===== src/rtl/usb_rx_ctrl_if.sv =====
// Handshake/status bundle between the USB FS receive datapath and usb_rx_ctrl.
// slave = the controller, master = the datapath/bench that drives line events.
interface usb_rx_ctrl_if #(
  parameter int unsigned CNT_W = 7
);
  logic             d_edge;
  logic             shift_en;
  logic             byte_rcvd;
  logic             eop;
  logic [7:0]       rcv_data;
  logic             rcving;
  logic             w_enable;
  logic             r_error;
  logic [2:0]       err_code;
  logic [3:0]       pid;
  logic             pid_valid;
  logic [CNT_W-1:0] byte_cnt;
  logic             pkt_done;

  modport master (
    output d_edge, shift_en, byte_rcvd, eop, rcv_data,
    input  rcving, w_enable, r_error, err_code, pid, pid_valid, byte_cnt, pkt_done
  );

  modport slave (
    input  d_edge, shift_en, byte_rcvd, eop, rcv_data,
    output rcving, w_enable, r_error, err_code, pid, pid_valid, byte_cnt, pkt_done
  );
endinterface


===== src/rtl/usb_rx_ctrl.sv =====
// USB 1.1 FS receive control FSM: SYNC/PID/data sequencing, error coding, FIFO write strobe.
// Optional USB_RX_MAXLEN_CHECK_EN enables the MAX_BYTES overflow check (code 4).
module usb_rx_ctrl #(
  parameter logic [7:0]  SYNC_BYTE = 8'h80,
  parameter int unsigned MAX_BYTES = 64,
  parameter int unsigned CNT_W     = 7
) (
  input logic          clk,
  input logic          n_rst,
  usb_rx_ctrl_if.slave bus
);
  localparam logic [3:0] IDLE     = 4'd0;
  localparam logic [3:0] SYNC     = 4'd1;
  localparam logic [3:0] PID_RCV  = 4'd2;
  localparam logic [3:0] PID_CHK  = 4'd3;
  localparam logic [3:0] DATA_RCV = 4'd4;
  localparam logic [3:0] DATA_WR  = 4'd5;
  localparam logic [3:0] EOP_WAIT = 4'd6;
  localparam logic [3:0] DONE     = 4'd7;
  localparam logic [3:0] ERR      = 4'd8;
  localparam logic [3:0] ERR_EOP  = 4'd9;
  localparam logic [3:0] ERR_IDLE = 4'd10;

  localparam logic [CNT_W-1:0] CNT_SAT = '1;
  localparam logic [CNT_W-1:0] MAX_CNT = CNT_W'(MAX_BYTES);

  if (MAX_BYTES >= (2 ** CNT_W)) begin : g_bad_cfg
    $error("MAX_BYTES must be < 2**CNT_W");
  end

  logic [3:0]       r_state;
  logic             r_err;
  logic [2:0]       r_code;
  logic [3:0]       r_pid;
  logic             r_pid_valid;
  logic [CNT_W-1:0] r_cnt;
  logic             r_mid;

  logic [3:0] w_state_nxt;
  logic [2:0] w_set_code;
  logic       w_clr;
  logic       w_eos;
  logic       w_len_ovf;
  logic       w_pid_ok;

  assign w_eos    = bus.eop & bus.shift_en;
  assign w_pid_ok = (bus.rcv_data[7:4] == ~bus.rcv_data[3:0]);

`ifdef USB_RX_MAXLEN_CHECK_EN
  assign w_len_ovf = (r_state == DATA_WR) && (r_cnt == MAX_CNT);
`else
  assign w_len_ovf = 1'b0;
`endif

  // w_set_code != 0 marks an error transition carrying that cause.
  always_comb begin
    w_state_nxt = r_state;
    w_set_code  = 3'd0;
    w_clr       = 1'b0;
    case (r_state)
      IDLE: if (bus.d_edge) begin
        w_state_nxt = SYNC;
        w_clr       = 1'b1;
      end
      SYNC: begin
        if (w_eos) begin
          w_state_nxt = ERR_EOP;
          w_set_code  = 3'd3;
        end else if (bus.byte_rcvd) begin
          if (bus.rcv_data == SYNC_BYTE) begin
            w_state_nxt = PID_RCV;
          end else begin
            w_state_nxt = ERR;
            w_set_code  = 3'd1;
          end
        end
      end
      PID_RCV: begin
        if (w_eos) begin
          w_state_nxt = ERR_EOP;
          w_set_code  = 3'd3;
        end else if (bus.byte_rcvd) begin
          w_state_nxt = PID_CHK;
        end
      end
      PID_CHK: begin
        if (w_pid_ok) begin
          w_state_nxt = DATA_RCV;
        end else begin
          w_state_nxt = ERR;
          w_set_code  = 3'd2;
        end
      end
      DATA_RCV: begin
        if (w_eos) begin
          w_state_nxt = r_mid ? ERR_EOP : EOP_WAIT;
          w_set_code  = r_mid ? 3'd3 : 3'd0;
        end else if (bus.byte_rcvd) begin
          w_state_nxt = DATA_WR;
        end
      end
      DATA_WR: begin
        if (w_len_ovf) begin
          w_state_nxt = ERR;
          w_set_code  = 3'd4;
        end else begin
          w_state_nxt = DATA_RCV;
        end
      end
      EOP_WAIT: if (bus.d_edge) w_state_nxt = DONE;
      DONE:     w_state_nxt = IDLE;
      ERR:      if (w_eos) w_state_nxt = ERR_EOP;
      ERR_EOP:  if (bus.d_edge) w_state_nxt = ERR_IDLE;
      ERR_IDLE: if (bus.d_edge) begin
        w_state_nxt = SYNC;
        w_clr       = 1'b1;
      end
      default:  w_state_nxt = IDLE;
    endcase
  end

  always_ff @(posedge clk or negedge n_rst) begin
    if (!n_rst) begin
      r_state     <= IDLE;
      r_err       <= 1'b0;
      r_code      <= 3'd0;
      r_pid       <= 4'd0;
      r_pid_valid <= 1'b0;
      r_cnt       <= '0;
      r_mid       <= 1'b0;
    end else begin
      r_state <= w_state_nxt;
      if (w_clr) begin
        r_err       <= 1'b0;
        r_code      <= 3'd0;
        r_pid       <= 4'd0;
        r_pid_valid <= 1'b0;
        r_cnt       <= '0;
        r_mid       <= 1'b0;
      end else begin
        if (w_set_code != 3'd0) begin
          r_err <= 1'b1;
          if (r_code == 3'd0) r_code <= w_set_code;
        end
        if ((r_state == PID_CHK) && w_pid_ok) begin
          r_pid       <= bus.rcv_data[3:0];
          r_pid_valid <= 1'b1;
        end
        if ((r_state == DATA_WR) && !w_len_ovf && (r_cnt != CNT_SAT)) begin
          r_cnt <= r_cnt + 1'b1;
        end
        if ((r_state == DATA_RCV) || (r_state == DATA_WR)) begin
          if (bus.byte_rcvd)     r_mid <= 1'b0;
          else if (bus.shift_en) r_mid <= 1'b1;
        end
      end
    end
  end

  assign bus.rcving    = (r_state == SYNC)     || (r_state == PID_RCV) || (r_state == PID_CHK) ||
                         (r_state == DATA_RCV) || (r_state == DATA_WR) ||
                         (r_state == EOP_WAIT) || (r_state == ERR);
  assign bus.w_enable  = (r_state == DATA_WR) && !w_len_ovf;
  assign bus.pkt_done  = (r_state == DONE);
  assign bus.r_error   = r_err;
  assign bus.err_code  = r_code;
  assign bus.pid       = r_pid;
  assign bus.pid_valid = r_pid_valid;
  assign bus.byte_cnt  = r_cnt;
endmodule

===== src/flat_wrapper.sv =====
// flat-port wrapper written by rule: the top's interface ports become plain ports
module usb_rx_ctrl_flat 
#(
  parameter logic [7:0]  SYNC_BYTE = 8'h80,
  parameter int unsigned MAX_BYTES = 64,
  parameter int unsigned CNT_W     = 7
)
  (clk, n_rst, bus_d_edge, bus_shift_en, bus_byte_rcvd, bus_eop, bus_rcv_data, bus_rcving, bus_w_enable, bus_r_error, bus_err_code, bus_pid, bus_pid_valid, bus_byte_cnt, bus_pkt_done);
  usb_rx_ctrl_if #(.CNT_W(CNT_W)) bus_i ();
  input logic clk;
  input logic n_rst;
  input wire logic [$bits(bus_i.d_edge)-1:0] bus_d_edge;
  input wire logic [$bits(bus_i.shift_en)-1:0] bus_shift_en;
  input wire logic [$bits(bus_i.byte_rcvd)-1:0] bus_byte_rcvd;
  input wire logic [$bits(bus_i.eop)-1:0] bus_eop;
  input wire logic [$bits(bus_i.rcv_data)-1:0] bus_rcv_data;
  output wire logic [$bits(bus_i.rcving)-1:0] bus_rcving;
  output wire logic [$bits(bus_i.w_enable)-1:0] bus_w_enable;
  output wire logic [$bits(bus_i.r_error)-1:0] bus_r_error;
  output wire logic [$bits(bus_i.err_code)-1:0] bus_err_code;
  output wire logic [$bits(bus_i.pid)-1:0] bus_pid;
  output wire logic [$bits(bus_i.pid_valid)-1:0] bus_pid_valid;
  output wire logic [$bits(bus_i.byte_cnt)-1:0] bus_byte_cnt;
  output wire logic [$bits(bus_i.pkt_done)-1:0] bus_pkt_done;
  assign bus_i.d_edge = bus_d_edge;
  assign bus_i.shift_en = bus_shift_en;
  assign bus_i.byte_rcvd = bus_byte_rcvd;
  assign bus_i.eop = bus_eop;
  assign bus_i.rcv_data = bus_rcv_data;
  assign bus_rcving = bus_i.rcving;
  assign bus_w_enable = bus_i.w_enable;
  assign bus_r_error = bus_i.r_error;
  assign bus_err_code = bus_i.err_code;
  assign bus_pid = bus_i.pid;
  assign bus_pid_valid = bus_i.pid_valid;
  assign bus_byte_cnt = bus_i.byte_cnt;
  assign bus_pkt_done = bus_i.pkt_done;
  usb_rx_ctrl #(.SYNC_BYTE(SYNC_BYTE), .MAX_BYTES(MAX_BYTES), .CNT_W(CNT_W)) u_core (.clk(clk), .n_rst(n_rst), .bus(bus_i));
endmodule

===== config.mk =====
export PLATFORM = sky130hd
export DESIGN_NAME = usb_rx_ctrl_flat
export DESIGN_NICKNAME = d
export VERILOG_FILES = /design/src/rtl/usb_rx_ctrl_if.sv /design/src/rtl/usb_rx_ctrl.sv /design/src/flat_wrapper.sv
export SDC_FILE = /design/constraint.sdc
export NUM_CORES = 1
export LEC_CHECK = 0
export ABC_AREA = 1
export CAP_MARGIN = 20
export CORE_MARGIN = 1
export CORE_UTILIZATION = 45
export DETAILED_ROUTE_END_ITERATION = 6
export DONT_BUFFER_PORTS = 1
export PLACE_DENSITY_LB_ADDON = 0.12
export SLEW_MARGIN = 30
export SYNTH_ARGS = -nofsm -noshare
export SYNTH_HDL_FRONTEND = slang
export SYNTH_SLANG_ARGS = --single-unit

===== constraint.sdc =====
create_clock -name clk -period 1.8 [get_ports clk]
set_input_delay 0.18 -clock clk [delete_from_list [all_inputs] [get_ports clk]]
set_output_delay 0.18 -clock clk [all_outputs]
set_load 0.1 [all_outputs]

# Word level (Yosys, flattened, before mapping)
# Index checks and enable logic that the tools add are counted.
# totals
reg_bits	21
input_bits	14
word_cells	91
out_inout_bits	19
# classes
n_reduce_logical	22
add_sub_neg	1
muxes	39
bitwise_logic	2
eq_ne	20
# ops
operator	count
$mux 4	15
$pmux 4 s9	1
$mux 3	6
$eq 4x3->1 const B	4
$mux 7	2
$eq 4x4->1 const B	3
$pmux 3 s4	1
$mux 1	11
$reduce_bool 2->1	5
$ne 3x2->1 const B	3
$eq 4x2->1 const B	2
$eq 8x8->1 const B	1
$add 7x1->7 const B	1
$logic_or 1x1->1	7
$ne 7x7->1 const B	1
$reduce_and 7->1	1
$mux 2	3
$reduce_bool 3->1	2
$eq 4x1->1 const B	1
$eq 4x4->1	1
$logic_not 4->1	1
$ne 2x1->1 const B	2
$ne 2x2->1 const B	2
$not 4->4	1
5 further kinds	7

# Depth between registers and ports, before layout
# Gate-level depths: netlist of the first run.
# depth
ltp_word	8
depth_mapped	10

# Least setup slack after synthesis of the first run
# Ideal clock, no wire load.
# synth_path
kind	reg-to-reg
from	reg u_core.r_cnt[0] (netlist: u_core.bus.byte_cnt[0])
to	reg u_core.r_cnt[3] (netlist: u_core.bus.byte_cnt[3])
setup_slack_ps	-343
stages_incl_launch_ff	9
arrival_time_ps	1975
cell_sequence	dfrtp_1 -> ha_1 -> nand3_1 -> nor2_1 -> nand2_1 -> nand2_4 -> nor2_4 -> o21ai_1 -> a21oi_1
# synth_via
elab_chain_cells	3
# synth_lines
element	line	rtl
start, declared	usb_rx_ctrl.sv:36	logic [CNT_W-1:0] r_cnt;
start signal, assigned	usb_rx_ctrl.sv:150	r_cnt <= r_cnt + 1'b1;
$add 7x1->7 or $ne 7x7->1 (tied branches)	usb_rx_ctrl.sv:150, usb_rx_ctrl.sv:149	
$mux 7 or $logic_and 1x1->1 (tied branches)	usb_rx_ctrl.sv:149	if ((r_state == DATA_WR) && !w_len_ovf && (r_cnt != CNT_SAT)) begin
$mux 7 or $reduce_bool 2->1 (tied branches)	n/a	
# Several ways; a longest one is shown, not always the timed one. The select of a mux whose other input is x is not followed.
# A chain may end at the register's enable or synchronous reset.

# Worst setup path in the final report of the first run
# layout_path
from	reg u_core.r_state[2]
to	out bus_w_enable
# layout_via
elab_chain_cells	1
# layout_lines
element	line	rtl
start, declared	usb_rx_ctrl.sv:31	logic [3:0] r_state;
start signal, assigned	usb_rx_ctrl.sv:132	r_state <= w_state_nxt;
$eq 4x3->1	usb_rx_ctrl.sv:163	assign bus.w_enable = (r_state == DATA_WR) && !w_len_ovf;
end, declared	flat_wrapper.sv:18	output wire logic [$bits(bus_i.w_enable)-1:0] bus_w_enable;
# No other way between the ends.

==> results of run 1 <==
-- state kept, by name, summed over array words and instances, names as in the netlist --
name and cells:
u_core.bus.pid 4, u_core.bus.byte_cnt 7, u_core.r_mid 1, u_core.bus.pid_valid 1, u_core.r_state 4, u_core.bus.err_code 2
u_core.bus.r_error 1
-- placed cells by master, fill, tap and decap left out, types with 2 or more instances in the layout --
| cell | instances |
|---|---|
| nand2_1 | 47 |
| nor2_1 | 18 |
| nand3_1 | 18 |
| buf_4 | 17 |
| inv_1 | 15 |
| dfrtp_1 | 14 |
| o21ai_1 | 11 |
| inv_2 | 9 |
| nor2_2 | 7 |
| a21oi_1 | 6 |
| dlygate4sd3_1 | 5 |
| o21ai_0 | 4 |
| dfrtp_2 | 4 |
| nand2_2 | 3 |
| nor3_1 | 3 |
| clkbuf_4 | 3 |
| nor2_4 | 2 |
| o21bai_2 | 2 |
| nor3_2 | 2 |
| dfrtp_4 | 2 |
-- through the flow --
step	hold WS (ns)	instance area, µm²	setup WS (ns)
floorplan	-0.1156	1299	0.1007
global placement	-0.1152	1454	0.3286
detailed placement	-0.1152	1454	0.2340
CTS	0.03459	1540	0.05351
global route	0.07050	1549	0.001577
finish	0.04356	1549	0.09724
-- power by group through the flow --
stage | logic (µW) | clock network (µW) | registers, µW
4_1_cts | 1250 | 284 | 606
6_report | 1260 | 272 | 607
5_1_grt | 1370 | 296 | 615
3_3_place_gp | 1220 | 0 | 616
3_5_place_dp | 1230 | 0 | 615
2_1_floorplan | 701 | 0 | 927
-- synth_stat cells (3+ instances only) --
master,count
inv_2,9
o21ai_1,11
inv_1,15
nor2_2,6
a21oi_1,6
nand2_1,47
nand3_1,18
o21ai_0,4
nor3_1,3
dfrtp_1,20
nand2_2,3
nor2_1,19
-- cells by family (layout without fill, tap and decap cells) --
| family | Yosys count | count (layout) | share of synthesized area (%) |
|---|---|---|---|
| AO/OA/AOI/OAI | 27 | 27 | 12.38 |
| XOR/XNOR | 1 | 1 | 0.6824 |
| adder cells (fa/ha/maj) | 1 | 1 | 0.9745 |
| buffers and inverters | 26 | 52 | 8.479 |
| flip-flops | 20 | 20 | 38.99 |
| other | 1 | 1 | 0.2921 |
| AND/OR/NAND/NOR | 104 | 104 | 38.21 |
-- area by class of cell --
| type | count | area [µm²] |
|---|---|---|
| sequential | 20 | 513.0 |
| multi-input combinational | 134 | 676.9 |
| inverter | 24 | 90.09 |
| fill | 277 | 1185 |
| timing repair buffer | 24 | 193.9 |
| clock buffer | 4 | 36.28 |
| tap | 31 | 38.79 |
-- what timing repair did --
action,in CTS,in global routing
setup endpoints to repair,0,1
gates resized for setup,0,1
hold endpoints to repair,24,20
hold buffers,5,1
-- path summary, 6_finish.rpt --
kind,startpoint,end,cells after the start
min in group asynchronous,n_rst,u_core.bus.pid[1]$_DFFE_PN0P_,2
max reg2reg,u_core.bus.byte_cnt[1]$_DFFE_PN0P_,u_core.bus.byte_cnt[4]$_DFFE_PN0P_,9
min reg2reg,u_core.bus.pid_valid$_DFFE_PN0P_,u_core.bus.pid_valid$_DFFE_PN0P_,2
max in group asynchronous,n_rst,u_core.bus.byte_cnt[0]$_DFFE_PN0P_,2
max,u_core.r_state[2]$_DFFE_PN0P_,bus_w_enable,5
min,bus_rcv_data[3],u_core.bus.pid[3]$_DFFE_PN0P_,2
-- critical path, delay by kind of cell, from the launching register on --
family,cells,cell delay [ns]
AND/OR/NAND/NOR,2,0.24
buffers and inverters,3,0.46
flip-flops,1,0.50
-- metal layers --
layer  vias to the layer above  GRT usage, %  share of wire [%]
li1                        629             -                  -
met1                       596         28.64                 46
met2                        30         36.49                 49
met3                         2         4.215                4.3
met4                         0         8.214               0.55
met5                         -             0                  0
==> summary.txt, run 1 <==
Outcome
  – Status: completed

Drt
  – Total number of vias: 1,257
  – Wirelength per Cell: about 13 µm
  – Detail Route Antenna Nets: 0
  – DRC Markers: 0
  – Vias/cell: around 5.3
  – Total Wirelength: just over 3 mm
  – First-pass DRT Iterations: 4
  – DR iter-0 viols: 44

Pwr
  – Clock power share: about an eighth
  – Pwr Density: 1382 nW/µm²
  – Power share of the combinational group: about three fifths
  – Leakage: ~0.0008 µW
  – Int Power: 971.2 µW
  – Sequential share of power: about 28%
  – Sw frac: about 55%
  – Peak supply drop: ~1600 µV
  – Power after layout: 2140 µW
  – Switching Power: roughly 1200 µW

GRT
  – Pin count of the biggest net entering global routing: 21
  – Vias in the first global route: about 1,200
  – Congestion Overflow GR: 0
  – First-pass GRT wire length: about 5.4 mm
  – Tot GR Track Use: about 22%
  – Initial antenna violation count: 0

Yosys
  – Number of flops mapped to enable cells by yosys: 0
  – Syn avg cell area: 7.132 µm²
  – Most used DFF post-synth: dfrtp_1
  – #FFs+latches synth: 20
  – Warnings from Yosys: 0
  – Share of the synthesized area in the top cell type: about two fifths
  – Dominant cell type by area after synthesis: dfrtp_1
  – Synthesized area: roughly 1300 µm²
  – Post-synthesis sequential area ratio: between 30% and 40%
  – Syn Inst Count: 180
  – Synth top area cells: dfrtp_1, nand2_1, nand3_1
  – Yosys cell types: 28
  – Syn_nets: 195
  – Post-synth ARST share: between 90% and 100%

CTS
  – Htree depth: 1
  – CTS tree: built
  – Num CTS Buffers: 3
  – Root Driver: clkbuf_4
  – Worst-Skew Late Latency: between 0.3 and 0.4 ns
  – Post-CTS setup buffers: 0
  – Clock Sinks: 20
  – CTS Buffer Depth: 2
  – Clk pin slew, worst setup/hold paths: approximately 0.13 ns

STA
  – Final period util: 94.60%
  – Highest clock rate: about 0.59 GHz
  – # setup viols final: 0
  – Setup tns final: 0 ns
  – Hold Vio Cnt, Final: 0
  – RSZ-0062 raised after global routing: no
  – Skew final: around 0.012 ns
  – Slew Limit Fails: 0
  – Fin crit period: approximately 1.7 ns

Job
  – Max-Cap Viols: 0

Floorplan
  – Core area: around 2700 µm²
  – Die X: ~55 µm
  – Core Rows: 19
  – Starting Density: 46.96%
  – Die Span Y: approximately 55 µm
  – Die area: ~3100 µm²
  – I/O pin total: 33

Layout
  – ANT cells: 0
  – Nets: ~220
  – Synthesis-to-layout area growth: 20.66%
  – Post-Layout Cell Count: between 200 and 250
  – Post-Route Utilization: 56.66%
  – Layout cells sized above 1: 28.16%

Critical path
  – Required time of the critical path: ~1.6 ns
  – CP Capture Type: output pin
  – Most frequent CP cell: inv_2
  – Slowest stage delay, CP: about 0.50 ns
  – CP Launch Type: flip-flop
  – R2R Setup Slk: ~0.22 ns
  – Crit Path Max Fanout: 5
  – Crit-path cells: inv_2 -> nor2_4 -> nand2_1 -> inv_2 -> buf_4
  – Slowest stage cell, crit path: dfrtp_1
  – Critical path type: flip-flop to output pin
  – CP arrival: 1.52 ns

Place
  – Routability Congestion: ~0.94
  – Post-Place Cells: 227
  – Post-DP HPWL: 2.378 mm
  – # port buffers: 0

Worst hold path
  – Min-delay worst type: input pin to flip-flop
(Power assumes the default switching activity.)
==> run 2: changes to the inputs <==
==> constraint.sdc (replaced) <==
create_clock -name clk -period 1.57 [get_ports clk]
set_input_delay 0.157 -clock clk [delete_from_list [all_inputs] [get_ports clk]]
set_output_delay 0.157 -clock clk [all_outputs]
set_load 0.1 [all_outputs]
==> summary.txt, run 2 (synthesis results as in run 1) <==
Outcome
  – Status: completed

Critical path
  – Reg2reg path depth: 9
  – R2R Setup Slk: between 0.03 and 0.04 ns
  – CP Capture Type: flip-flop
  – Reg2reg start: u_core.r_state[0]$_DFFE_PN0P_
  – CP Launch Type: flip-flop
  – Required time of the critical path: about 1.8 ns
  – Crit Path Max Fanout: 5
  – Critical path type: flip-flop to flip-flop
  – Worst r2r dst: u_core.r_state[1]$_DFFE_PN0P_
  – CP arrival: between 1.5 and 2 ns

CTS
  – Num CTS Buffers: 3
  – Root Driver: clkbuf_4
  – CTS tree: built
  – Clock Sinks: 20
  – CTS Buffer Depth: 2
  – Worst-Skew Late Latency: approximately 0.31 ns
  – Clk pin slew, worst setup/hold paths: roughly 0.13 ns
  – Htree depth: 1

Pwr
  – Sw frac: 50.87%
  – Clock power share: 14.8%
  – Pwr Density: roughly 1600 nW/µm²
  – Int Power: 1410 µW
  – Sequential share of power: between 20% and 30%
  – Leakage: 0.0008594 µW
  – Switching Power: 1461 µW
  – Power after layout: between 2000 and 3000 µW
  – Peak supply drop: ~1600 µV
  – Power share of the combinational group: 59.9%

Floorplan
  – Core area: 2734 µm²
  – Die area: about 3100 µm²
  – Starting Density: 46.96%
  – I/O pin total: 33
  – Die Span Y: ~55 µm
  – Die X: around 55 µm
  – Core Rows: 19

STA
  – Min Hold Slack: 0.07127 ns
  – RSZ-0062 raised after global routing: yes
  – # setup viols final: 0
  – Hold Vio Cnt, Final: 0
  – Fin crit period: between 1.5 and 2 ns
  – Final period util: a little over nine tenths
  – Highest clock rate: around 0.65 GHz
  – Skew final: around 0.012 ns
  – Slew Limit Fails: 0

GRT
  – Initial antenna violation count: 0
  – Vias in the first global route: between 1,000 and 1,500
  – Pin count of the biggest net entering global routing: 21
  – Congestion Overflow GR: 0
  – Tot GR Track Use: about a fifth
  – First-pass GRT wire length: between 5 and 6 mm

Drt
  – Wirelength per Cell: approximately 13 µm
  – Detail Route Antenna Nets: 0
  – Vias/cell: roughly 5.3
  – First-pass DRT Iterations: 4
  – Total Wirelength: 3.188 mm
  – Total number of vias: 1,299
  – DR iter-0 viols: 40
  – DRC Markers: 0

Layout
  – Most frequent cells in the layout: nand2_1, buf_4, nor2_1, nand3_1, inv_1
  – Largest register FFs: 7
  – ANT cells: 0
  – Nets: roughly 230
  – Synthesis-to-layout area growth: 35.58%
  – Layout cells sized above 1: a little under two fifths
  – Most common library cell in the layout ignoring fill and taps: nand2_1
  – Post-Layout Cell Count: 246

Worst hold path
  – Hold Startpoint: bus_shift_en
  – Min-delay worst type: input pin to flip-flop
  – Hold depth: 2
  – Worst hold endpoint: u_core.r_mid$_DFFE_PN0P_

Job
  – Max-Cap Viols: 0

Place
  – Routability Congestion: slightly below 0.9
  – # port buffers: 0
  – Post-Place Cells: approximately 230
  – Post-DP HPWL: about 2.3 mm
run 2: cell types whose count changed in the layout (fill, tap and decap cells not counted), moves of 2 or more:
| cell | before | now |
|---|---|---|
| nand2_2 | 3 | 7 |
| dfrtp_2 | 4 | 9 |
| nor2_4 | 2 | 6 |
| nor2_2 | 7 | 4 |
| buf_4 | 17 | 23 |
| buf_12 | 0 | 3 |
| nand3_2 | 1 | 3 |
| nand2_1 | 47 | 42 |
| nand3_1 | 18 | 16 |
| dfrtp_1 | 14 | 9 |
run 2: power by group through the flow:
stage / sequential, µW / combinational, µW / clock (µW)
floorplan: 1060 / 815 / 0
global placement: 710 / 1420 / 0
detailed placement: 714 / 1410 / 0
CTS: 712 / 1540 / 440
global route: 735 / 1840 / 458
finish: 724 / 1720 / 426
run 2: layout make-up:
cell class,instances,area [µm²]
clock buffers,3,22.52
clock inverters,1,30.03
fillers,241,993.5
inverters,24,92.59
multi-input cells,134,739.5
flip-flops and latches,20,519.2
well taps,31,38.79
repair buffers,33,297.8
run 2: critical path: stages (launching register included):
cell	delay [ns]
dfrtp_2	0.47
buf_4	0.15
nor2_2	0.19
nand2_1	0.14
nand2_1	0.13
o21bai_2	0.08
nand3b_2	0.13
inv_2	0.05
nand2_1	0.05
nand2_1	0.05
run 2: worst max-delay path by stage:
stage | start | end | slack (ns)
CTS | u_core.r_state[3]$_DFFE_PN0P_ | bus_rcving | -0.003
finish | u_core.r_state[0]$_DFFE_PN0P_ | u_core.r_state[1]$_DFFE_PN0P_ | 0.03
detailed placement | u_core.bus.byte_cnt[1]$_DFFE_PN0P_ | u_core.bus.byte_cnt[4]$_DFFE_PN0P_ | 0.11
global placement | u_core.r_state[1]$_DFFE_PN0P_ | u_core.bus.pid[2]$_DFFE_PN0P_ | 0.14
global route | u_core.r_state[0]$_DFFE_PN0P_ | u_core.r_state[3]$_DFFE_PN0P_ | -0.04
floorplan | u_core.bus.byte_cnt[0]$_DFFE_PN0P_ | u_core.bus.byte_cnt[2]$_DFFE_PN0P_ | -0.05
run 2: per-layer routing:
layer  wire [µm]  GRT usage, %
met4          54         10.36
met1        1417         24.36
met3         129         4.918
met5           0             0
met2        1586         35.11
run 2: what timing repair did:
action / in CTS / in global routing
pin swaps: 0 / 3
buffers inserted: 1 / 7
hold endpoints to repair: 25 / 20
gates resized for setup: 10 / 12
hold buffers: 6 / 1
endpoints found under the setup margin: 2 / 9
run 2: stage by stage:
step                worst slack [ns]  setup TNS (ns)  util [%]  area (µm²)
floorplan                   -0.04502         -0.1264         -        1325
global placement              0.1378               0     54.60        1493
detailed placement            0.1125               0     54.60        1493
CTS                        -0.002770       -0.002770     60.27        1648
global route                -0.04417         -0.1487     63.66        1740
finish                       0.03306               0     63.66        1740
